[config.mk]
export PLATFORM = sky130hd
export DESIGN_NAME = auth_tx
export DESIGN_NICKNAME = d
export VERILOG_FILES = /design/src/rtl/auth_tx.sv
export SDC_FILE = /design/constraint.sdc
export NUM_CORES = 1
export LEC_CHECK = 0
export ABC_CLOCK_PERIOD_IN_PS = 3100
export CORE_ASPECT_RATIO = 0.5
export CORE_UTILIZATION = 67
export CTS_CLUSTER_SIZE = 25
export DETAILED_ROUTE_END_ITERATION = 12
export DONT_BUFFER_PORTS = 1
export GPL_TIMING_DRIVEN = 0
export PLACE_DENSITY_LB_ADDON = 0.08
export SLEW_MARGIN = 40
export SYNTH_ARGS = -nofsm -noshare
export SYNTH_HDL_FRONTEND = slang
export SYNTH_SLANG_ARGS = --single-unit
[constraint.sdc]
create_clock -name clk -period 3.1 [get_ports clk]
set_input_delay 0.465 -clock clk [delete_from_list [all_inputs] [get_ports clk]]
set_output_delay 0.465 -clock clk [all_outputs]
set_load 0.01 [all_outputs]
[src/rtl/auth_tx.sv]
// auth_tx: 8N1 UART sender for auth commands 'g'/'s'. Start bit one cycle after request, 10*BAUD_DIV cycles per frame.
// No backpressure: requests during a frame park in a one-deep slot (newest wins, stop beats go). AUTH_TX_HEARTBEAT_EN adds 'g' resends.
module auth_tx #(
  parameter int BAUD_DIV = 2604
`ifdef AUTH_TX_HEARTBEAT_EN
  , parameter int HB_PERIOD = 5000000
`endif
) (
  input  logic       clk,
  input  logic       rst,
  input  logic       send_go,
  input  logic       send_stop,
  output logic       TX,
  output logic       busy,
  output logic       done,
  output logic [7:0] last_cmd
);

  typedef enum logic [1:0] {IDLE, START, DATA, STOP} state_t;

  localparam logic [11:0] BAUD_LAST = 12'(BAUD_DIV - 1);
  localparam logic [11:0] BAUD_PRE  = 12'(BAUD_DIV - 2);
  localparam logic [7:0]  CMD_GO    = 8'h67;
  localparam logic [7:0]  CMD_STOP  = 8'h73;

  state_t      state;
  logic [11:0] baud_cnt;
  logic [2:0]  bit_cnt;
  logic [9:0]  shreg;
  logic [7:0]  cur_byte;
  logic        pend_vld;
  logic [7:0]  pend_byte;

  logic       ext_req;
  logic       hb_fire;
  logic       req_vld;
  logic [7:0] req_byte;
  logic       bit_end;
  logic       done_next;
  logic       next_vld;
  logic [7:0] next_byte;

  assign ext_req   = send_go | send_stop;
  assign req_vld   = ext_req | hb_fire;
  assign req_byte  = send_stop ? CMD_STOP : CMD_GO;
  assign bit_end   = (baud_cnt == BAUD_LAST);
  assign done_next = (state == STOP) && (baud_cnt == BAUD_PRE);
  assign next_vld  = req_vld | pend_vld;
  assign next_byte = req_vld ? req_byte : pend_byte;

  // Serial line comes straight off a flop so it never glitches.
  assign TX = shreg[0];

`ifdef AUTH_TX_HEARTBEAT_EN
  localparam logic [22:0] HB_LAST = 23'(HB_PERIOD - 1);

  logic        armed;
  logic [22:0] hb_cnt;

  assign hb_fire = armed && (state == IDLE) && (hb_cnt == HB_LAST) && !ext_req;

  always_ff @(posedge clk) begin
    if (rst) begin
      armed  <= 1'b0;
      hb_cnt <= '0;
    end else if (done_next) begin
      armed  <= (cur_byte == CMD_GO);
      hb_cnt <= '0;
    end else if (armed) begin
      hb_cnt <= (hb_cnt == HB_LAST) ? '0 : hb_cnt + 23'd1;
    end
  end
`else
  assign hb_fire = 1'b0;
`endif

  always_ff @(posedge clk) begin
    if (rst) begin
      state     <= IDLE;
      baud_cnt  <= '0;
      bit_cnt   <= '0;
      shreg     <= '1;
      cur_byte  <= '0;
      pend_vld  <= 1'b0;
      pend_byte <= '0;
      busy      <= 1'b0;
      done      <= 1'b0;
      last_cmd  <= '0;
    end else begin
      done <= done_next;
      if (done_next) begin
        last_cmd <= cur_byte;
      end

      if (state == IDLE) begin
        if (req_vld) begin
          state    <= START;
          shreg    <= {1'b1, req_byte, 1'b0};
          cur_byte <= req_byte;
          baud_cnt <= '0;
          busy     <= 1'b1;
        end
      end else begin
        if (req_vld) begin
          pend_vld  <= 1'b1;
          pend_byte <= req_byte;
        end
        baud_cnt <= bit_end ? '0 : baud_cnt + 12'd1;
        if (bit_end) begin
          shreg <= {1'b1, shreg[9:1]};
          case (state)
            START: begin
              state   <= DATA;
              bit_cnt <= '0;
            end
            DATA: begin
              bit_cnt <= bit_cnt + 3'd1;
              if (bit_cnt == 3'd7) begin
                state <= STOP;
              end
            end
            default: begin
              // End of stop bit: chain the next frame with no idle gap.
              if (next_vld) begin
                state    <= START;
                shreg    <= {1'b1, next_byte, 1'b0};
                cur_byte <= next_byte;
                pend_vld <= 1'b0;
              end else begin
                state <= IDLE;
                busy  <= 1'b0;
              end
            end
          endcase
        end
      end
    end
  end

endmodule

Yosys cells after proc, flatten, opt, wreduce, memory -nomap -nowiden

Cells that the tools add are included.

Register bits: 54
Input port bits: 4
Output and inout bits: 11
Word-level logic and storage cells: 67

Add/sub/neg operators: 2
Equal/unequal tests: 10
Mux-type cells: 31
Bitwise operators: 3
Reductions and logical operators: 11

Operators with widths:

| cell                                                             | count |
|---|---|
| 8-bit 2-to-1 mux                                                 | 6 |
| 12-bit 2-to-1 mux                                                | 3 |
| 10-bit 2-to-1 mux                                                | 3 |
| 12-bit == test (second input constant)                           | 2 |
| 9-bit 2-to-1 mux                                                 | 2 |
| 12-bit by 1-bit adder with 12-bit output (second input constant) | 1 |
| 1-bit 2-to-1 mux                                                 | 10 |
| 2-bit 2-to-1 mux                                                 | 4 |
| 4-bit AND reduction                                              | 2 |
| 3-bit case mux with 2 select lines                               | 1 |
| 3-bit AND reduction                                              | 2 |
| 2-bit nonzero test                                               | 3 |
| 5-bit 2-to-1 mux                                                 | 1 |
| 2-bit == test (second input constant)                            | 2 |
| 2-bit by 1-bit != test with 1-bit output (second input constant) | 2 |
| 2-bit case mux with 2 select lines                               | 1 |
| 3-bit by 1-bit adder with 3-bit output (second input constant)   | 1 |
| 3-bit == test (second input constant)                            | 1 |
| 3-bit != test (second input constant)                            | 1 |
| 2-bit by 1-bit == test with 1-bit output (second input constant) | 1 |
| 2-bit logical NOT                                                | 1 |
| 2-bit != test (second input constant)                            | 1 |
| 1-bit bitwise OR                                                 | 2 |
| 2-bit AND reduction                                              | 1 |
| other kinds (3)                                                  | 3 |

Logic depth before layout (Yosys ltp)

Gate-level depths: netlist of the first run.

Word-level depth: 6
Mapped depth: 8
Gate-level depth less buffers: 6

Worst setup path after synthesis of the first run

Ideal clock, no wire load.

Path kind: register to register
From: register baud_cnt[1]
To: register cur_byte[0]
Setup time: 0.121 ns
Data arrival time: 1.771 ns
Data required time: 2.979 ns
Setup slack: 1.208 ns
Stages on the path, launching flop included: 6
Buffers on the path: 0
Clock period less this slack: 1.892 ns
Cells stage by stage: dfxtp_1 -> ha_1 -> nor3b_1 -> nand4_1 -> a21oi_1 -> mux2_2

Cells in the longest elaborated chain, start to end: 3

RTL lines:

| element                       | RTL line | text |
|---|---|---|
| from (decl)                   | 27       | `logic [11:0] baud_cnt;` |
| from (signal assigned)        | 108      | `baud_cnt <= bit_end ? '0 : baud_cnt + 12'd1;` |
| 12-bit == test                | 46       | `assign bit_end = (baud_cnt == BAUD_LAST);` |
| 2-bit nonzero test (no line)  | n/a      |  |
| 4-bit AND reduction (no line) | n/a      |  |
| to (signal assigned)          | 99       | `cur_byte <= req_byte;` |
| to (signal assigned)          | 127      | `cur_byte <= next_byte;` |
| to (decl)                     | 30       | `logic [7:0] cur_byte;` |

Every way passes these cells.
A chain may end at the register's enable or synchronous reset.

Worst setup path after layout of the first run

From: register baud_cnt[0]
To: register cur_byte[0]

The elaborated chain is that of the path after synthesis.

==> metrics.md, run 1 <==
| Metric | Value |
|---|---|
| Pwr per Cell Area | `585.2 nW/um2` |
| Top cells by area, synth | `dfxtp_1 41%, nor2_1 6.0%, mux2i_1 4.6%, ha_1 3.4%, o21ai_0 3.1%` |
| First-pass GRT wire length | `10.30 mm` |
| Core area | `3585 um2` |
| Avg Cell Area, Syn | `8.339 um2` |
| Initial antenna violation count | `0` |
| # hold bufs at CTS | `0` |
| VDD IR max | `394.9 uV` |
| H-tree levels | `2` |
| Post-synthesis sequential area ratio | `40.65%` |
| Routed length per instance | `17.36 um` |
| Max clock buf depth | `2` |
| CP required | `3310 ps` |
| Static Leakage | `1.060 nW` |
| Post-CTS Setup Bufs | `0` |
| Fin crit share | `78.87%` |
| Drt first pass iters | `5` |
| Post-Syn Nets | `324` |
| Initial Util | `72.81%` |
| Post-synth EDFFs | `0` |
| I/O pin count | `15` |
| Skew final | `6.301 ps` |
| Crit path DAT | `2650 ps` |
| Vias in the first global route | `2198` |
| RSZ-0062 raised after global routing | `false` |
| Cell count after synthesis | `313` |
| Crit Path Class | `reg2reg` |
| Root buf cell | `clkbuf_8` |
| CTS tree | `built` |
| Hold Path Cell Cnt | `2` |
| NumNets Final | `331` |
| Worst-Margin Slew | `804.2 ps` |
| Fin crit period | `2445 ps` |
| Clk sinks | `53` |
| Via Count | `2439` |
| Standard-cell rows | `15` |
| Total track usage | `32.79%` |
| Top_reg_cell synth | `dfxtp_1` |
| Syn. warnings | `0` |
| Placer congestion estimate | `0.9151` |
| Detailed placement HPWL | `4.525 mm` |
| Setup WS pre-CTS | `745.5 ps` |
| FFs w/ async S/R, synth | `0%` |
| Post_cts resized | `0` |
| PortBufs | `0` |
| Die X | `90.27 um` |
| Reg2Reg Depth | `5` |
| Worst hold margin | `361.9 ps` |
| Worst-Skew Late Latency | `310 ps` |
| Number of DRC violations after detailed-routing iteration 0 | `281` |
| Startpoint Class | `flip-flop` |
| Diode count | `0` |
| Status | `finished, final reports clean` |
| Largest area contributor in the netlist | `dfxtp_1` |
| Final WS setup | `655.2 ps` |
| TritonCTS Buffers | `5` |
| GRT overflow | `0` |
| Max Clock Freq | `409.0 MHz` |
| Share of cells above drive strength 1 | `5.607%` |
| Area growth, synth to finish | `5.753%` |
| Post-route antenna net violation count | `0` |
| Max Cap Viol | `0` |
| Final setup TNS | `0 ps` |
| Register bit total from synthesis | `53` |
| Worst R2R Setup Slack | `660 ps` |
| Die height | `46.14 um` |
| Final hold viol count | `0` |
| # setup viols final | `0` |
| Max-slew violations | `0` |
| Synth Cell Area | `2610 um2` |
| Top cell type's share of synthesized area | `40.65%` |
| DRC Markers | `0` |
| CP Capture Type | `flip-flop` |
| Avg Vias per Cell | `6.556` |
| Slew headroom | `45.89%` |
| Crit-path max FO | `9` |
| Die Area | `4164 um2` |
| Synth unique cells | `49` |
| Pin count of the biggest net entering global routing | `17` |
| CTS clk-pin slew, worst paths | `90 ps` |
| HP Class | `in2reg` |
| WL final | `6.458 mm` |
## cell usage after synthesis (all sizes together), types with 2 or more instances
cell and count:
a2111oi 2, a211o 2, a211oi 3, a21o 2, a21oi 11, a221oi 2, a31oi 10, a41oi 2
and3b 2, and4 2, buf 8, clkbuf 14, dfxtp 53, ha 7, inv 12, mux2 4
mux2i 12, nand2 21, nand3 15, nand4 8, nor2 42, nor2b 5, nor3 12, nor3b 5
nor4 7, nor4b 2, o211ai 8, o21ai 18, o31a 5, or3 2, or4 3
## cells in the final DEF, fill, tap and decap left out, types with 4 or more instances in the layout
cell type / instances
a21oi_1: 11
a31oi_1: 10
clkbuf_1: 15
clkbuf_8: 5
dfxtp_1: 53
ha_1: 7
inv_1: 12
mux2i_1: 12
nand2_1: 21
nand3_1: 15
nand4_1: 8
nor2_1: 42
nor2b_1: 5
nor3_1: 12
nor3b_1: 4
nor4_1: 7
o211ai_1: 8
o21ai_0: 16
o31a_1: 5
## power breakdown
group | internal [mW] | total [mW] | switching [mW]
logic | 0.152 | 0.413 | 0.261
clock network | 0.162 | 0.396 | 0.234
registers | 0.754 | 0.807 | 0.0527
## cell type report
class / count / area, um2
plain buffers: 22 / 101.3
multi-input cells: 226 / 1403
flip-flops and latches: 53 / 1061
clock inverters: 2 / 13.76
clock buffers: 6 / 72.57
well taps: 51 / 63.81
inverters: 12 / 45.04
fillers: 273 / 824.5
## per-layer routing
layer | wire [um] | global-route usage [%] | vias up
met4 | 56 | 13.87 | 0
met1 | 2852 | 41.71 | 1148
li1 | - | - | 1149
met3 | 614 | 7.921 | 9
met2 | 2935 | 55.57 | 133
met5 | 0 | 0 | -
## critical path, stage by stage, from the launching register on
cell and delay [ps]:
dfxtp_1 460, ha_1 280, nor3b_1 290, nand4_1 380, a21oi_1 540, mux2_2 390
## worst paths after layout
| kind | end | from |
|---|---|---|
| worst max-delay path | cur_byte[0] | baud_cnt[0] |
| worst min-delay path | baud_cnt[11] | rst |
| worst max register to register | cur_byte[0] | baud_cnt[0] |
| worst min register to register | cur_byte[7] | cur_byte[7] |
## cell families after synthesis
kind of cell / share of synthesized area, %
and+or+nand+nor: 25.94
AOI/OAI and AO/OA: 17.45
DFF: 40.65
buffers and inverters: 5.608
muxes: 6.328
adders and majority gates: 3.356
xor gates and xnor gates: 0.6713
## stage by stage
| step | power, mW | cell area (um2) | cells | util, % |
|---|---|---|---|---|
| after global routing | 1.684 | 2760 | 372 | 77.00 |
| final | 1.615 | 2760 | 372 | 77.00 |
| after CTS | 1.602 | 2760 | 372 | 77.00 |
| after detailed placement | 1.217 | 2674 | 364 | 74.59 |
| after global placement | 1.201 | 2674 | 364 | 74.59 |
| after floorplan | 1.116 | 2610 | 313 | - |
## registers in the layout (all words and copies together) (netlist names)
name / count
bit_cnt: 3
pend_vld: 1
busy: 1
state: 2
cur_byte: 8
last_cmd: 8
shreg: 9
pend_byte: 8
baud_cnt: 12
done: 1
(Power assumes the default switching activity.)
==> run 2: changes to the inputs <==
--- a/config.mk
+++ b/config.mk
@@ -5,9 +5,9 @@
 export SDC_FILE = /design/constraint.sdc
 export NUM_CORES = 1
 export LEC_CHECK = 0
-export ABC_CLOCK_PERIOD_IN_PS = 3100
+export ABC_CLOCK_PERIOD_IN_PS = 2400
 export CORE_ASPECT_RATIO = 0.5
-export CORE_UTILIZATION = 67
+export CORE_UTILIZATION = 62
 export CTS_CLUSTER_SIZE = 25
 export DETAILED_ROUTE_END_ITERATION = 12
 export DONT_BUFFER_PORTS = 1
==> constraint.sdc (replaced) <==
create_clock -name clk -period 2.4 [get_ports clk]
set_input_delay 0.36 -clock clk [delete_from_list [all_inputs] [get_ports clk]]
set_output_delay 0.36 -clock clk [all_outputs]
set_load 0.01 [all_outputs]
==> run 2 against run 1 <==
Via count decreased by 1.0%. Critical endpoint is now baud_cnt[1]. Largest power group unchanged. Clock-buffer cell count unchanged. Final area increased by 1.5%. Non-clock buffer count increased by 2. Combinational power increased by 30%. Critical path depth increased by 3.
==> metrics.md, run 2 (synthesis results as in run 1) <==
| Metric | Value |
|---|---|
| TritonCTS Buffers | `5 (unchanged)` |
| Max-slew violations | `0 (unchanged)` |
| Skew final | `3.447 ps (was 6.301 ps)` |
| Worst Path Buf+Inv | `4 (was 0)` |
| FILL cells | `323 (was 273)` |
| Setup crit start | `state[0] (was baud_cnt[0])` |
| RSZ-0062 raised after global routing | `false (unchanged)` |
| Layout Cells excl Fill | `377 (was 372)` |
| Root buf cell | `clkbuf_8 (unchanged)` |
| Die height | `47.88 um (was 46.14 um)` |
| Startpoint Class | `flip-flop (unchanged)` |
| VDD IR max | `434.9 uV (was 394.9 uV)` |
| Crit path DAT | `2410 ps (was 2650 ps)` |
| DRC Markers | `0 (unchanged)` |
| Worst-Margin Slew | `719.9 ps (was 804.2 ps)` |
| Final hold viol count | `0 (unchanged)` |
| # hold bufs at CTS | `0 (unchanged)` |
| Final WS setup | `179.5 ps (was 655.2 ps)` |
| Final setup TNS | `0 ps (unchanged)` |
| Clk sinks | `53 (unchanged)` |
| # setup viols final | `0 (unchanged)` |
| Share of cells above drive strength 1 | `7.740% (was 5.607%)` |
| Cell family with most CP delay | `buffers and inverters (was simple AND/OR/NAND/NOR gates)` |
| Status | `finished, final reports clean (unchanged)` |
| Max Cap Viol | `0 (unchanged)` |
| Power, Total | `2.103 mW (was 1.615 mW)` |
| Core area | `3964 um2 (was 3585 um2)` |
| First-pass GRT wire length | `10.31 mm (was 10.30 mm)` |
| Vias in the first global route | `2151 (was 2198)` |
| Setup WS pre-CTS | `-39.67 ps (was 745.5 ps)` |
| Hold path endpoint | `baud_cnt[9] (was baud_cnt[11])` |
| Hold Path Cell Cnt | `2 (unchanged)` |
| Die X | `93.76 um (was 90.27 um)` |
| Placed insts | `367 (was 364)` |
| H-tree levels | `2 (unchanged)` |
| CTS tree | `built (unchanged)` |
| Number of DRC violations after detailed-routing iteration 0 | `212 (was 281)` |
| Avg Vias per Cell | `6.403 (was 6.556)` |
| Die Area | `4489 um2 (was 4164 um2)` |
| Commonest non-fill, non-tap cell in the layout | `dfxtp_1 (unchanged)` |
| HP Class | `in2reg (unchanged)` |
| Crit-path max FO | `10 (was 9)` |
| CP Capture Type | `flip-flop (unchanged)` |
| Standard-cell rows | `16 (was 15)` |
| Fin crit share | `92.52% (was 78.87%)` |
| CP required | `2590 ps (was 3310 ps)` |
| Slew headroom | `51.87% (was 45.89%)` |
| PortBufs | `0 (unchanged)` |
| Initial Util | `65.85% (was 72.81%)` |
| Fin crit period | `2220 ps (was 2445 ps)` |
| Most frequent cells in the layout | `53 x dfxtp_1, 42 x nor2_1, 21 x nand2_1 (unchanged)` |
| Worst-Skew Late Latency | `300 ps (was 310 ps)` |
| Diode count | `0 (unchanged)` |
| Critical-path cell list | `inv_1 > ha_1 > clkbuf_1 > clkbuf_1 > buf_1 > nor2_1 > a32oi_1 > nor2_1 (was ha_1 > nor3b_1 > nand4_1 > a21oi_1 > mux2_2)` |
| Pwr per Cell Area | `750.6 nW/um2 (was 585.2 nW/um2)` |
| Crit Path Class | `reg2reg (unchanged)` |
| Post-route antenna net violation count | `0 (unchanged)` |
| Worst R2R Setup Slack | `180 ps (was 660 ps)` |
| CTS clk-pin slew, worst paths | `90 ps (about the same)` |
| Max Clock Freq | `450.3 MHz (was 409.0 MHz)` |
| Initial antenna violation count | `0 (unchanged)` |
| Worst hold margin | `246.4 ps (was 361.9 ps)` |
| Area growth, synth to finish | `7.335% (was 5.753%)` |
| Worst path slowest cell | `clkbuf_1 (was a21oi_1)` |
| Routed length per instance | `17.41 um (was 17.36 um)` |
| Placer congestion estimate | `0.9033 (was 0.9151)` |
| Detailed placement HPWL | `4.710 mm (was 4.525 mm)` |
| Hold Crit Start | `rst (unchanged)` |
| Total track usage | `31.02% (was 32.79%)` |
| Max clock buf depth | `2 (unchanged)` |
| I/O pin count | `15 (unchanged)` |
| Via Count | `2414 (was 2439)` |
| Pin count of the biggest net entering global routing | `17 (unchanged)` |
| Reg-to-reg startpoint | `state[0] (was baud_cnt[0])` |
| Reg2Reg Depth | `8 (was 5)` |
| NumNets Final | `333 (was 331)` |
| Max reg flops | `12 (unchanged)` |
| Slowest stage delay, CP | `430 ps (was 540 ps)` |
| Largest regs | `baud_cnt: 12 flops, shreg: 9 flops (unchanged)` |
| Drt first pass iters | `5 (unchanged)` |
| Static Leakage | `1.080 nW (was 1.060 nW)` |
| Top reg by flops | `baud_cnt (unchanged)` |
| WL final | `6.562 mm (was 6.458 mm)` |
| Reg-to-reg endpoint | `baud_cnt[1] (was cur_byte[0])` |
| GRT overflow | `0 (unchanged)` |
==> run 2: cell count changes in the layout (fill, tap and decap cells not counted), sizes merged <==
cell | previous run | this run
buf | 8 | 10
inv | 13 | 12
clkinv | 1 | 2
==> run 2: worst max-delay path by stage <==
stage | slack (ps) | to | cells after the start
finish | 180 | baud_cnt[1] | 8
global placement | 90 | cur_byte[0] | 5
CTS | 30 | cur_byte[1] | 5
floorplan | 510 | cur_byte[0] | 5
global route | 10 | baud_cnt[1] | 8
detailed placement | -40 | cur_byte[1] | 5
==> run 2: stage by stage <==
stage / area, um2 / utilization, %
after floorplan: 2610 / -
after global placement: 2678 / 67.55
after detailed placement: 2678 / 67.55
after CTS: 2778 / 70.08
after global routing: 2801 / 70.68
final: 2801 / 70.68
==> run 2: area by class of cell <==
cell class	count	area, um2	share of cell area, %
plain buffers	22	103.9	3.707
flip-flops and latches	53	1061	37.87
multi-input cells	226	1413	50.42
well taps	54	67.56	2.412
repair buffers	2	15.01	0.5360
clock inverters	2	13.76	0.4913
clock buffers	6	82.58	2.948
inverters	12	45.04	1.608
==> run 2: timing repair <==
| item | in CTS | in global routing |
|---|---|---|
| pin swaps | 0 | 1 |
| setup endpoints to repair | 2 | 12 |
| gates resized for setup | 1 | 4 |
| buffers inserted | 0 | 2 |
==> run 2: report_power, final <==
group / switching [mW] / internal [mW] / total, mW
combinational: 0.336 / 0.199 / 0.536
sequential: 0.0663 / 0.974 / 1.04
clock: 0.292 / 0.234 / 0.526
total: 0.695 / 1.41 / 2.10
==> run 2: worst register-to-register path, stage by stage (launching register included) <==
cell	delay (ps)
dfxtp_1	320
inv_1	90
ha_1	150
clkbuf_1	320
clkbuf_1	430
buf_1	430
nor2_1	110
a32oi_1	200
nor2_1	60
==> run 2: routing by layer <==
metal	wire length, um	GRT usage [%]
met4	74	10.15
met5	0	0
met1	2939	40.61
met2	2944	51.53
met3	604	8.254
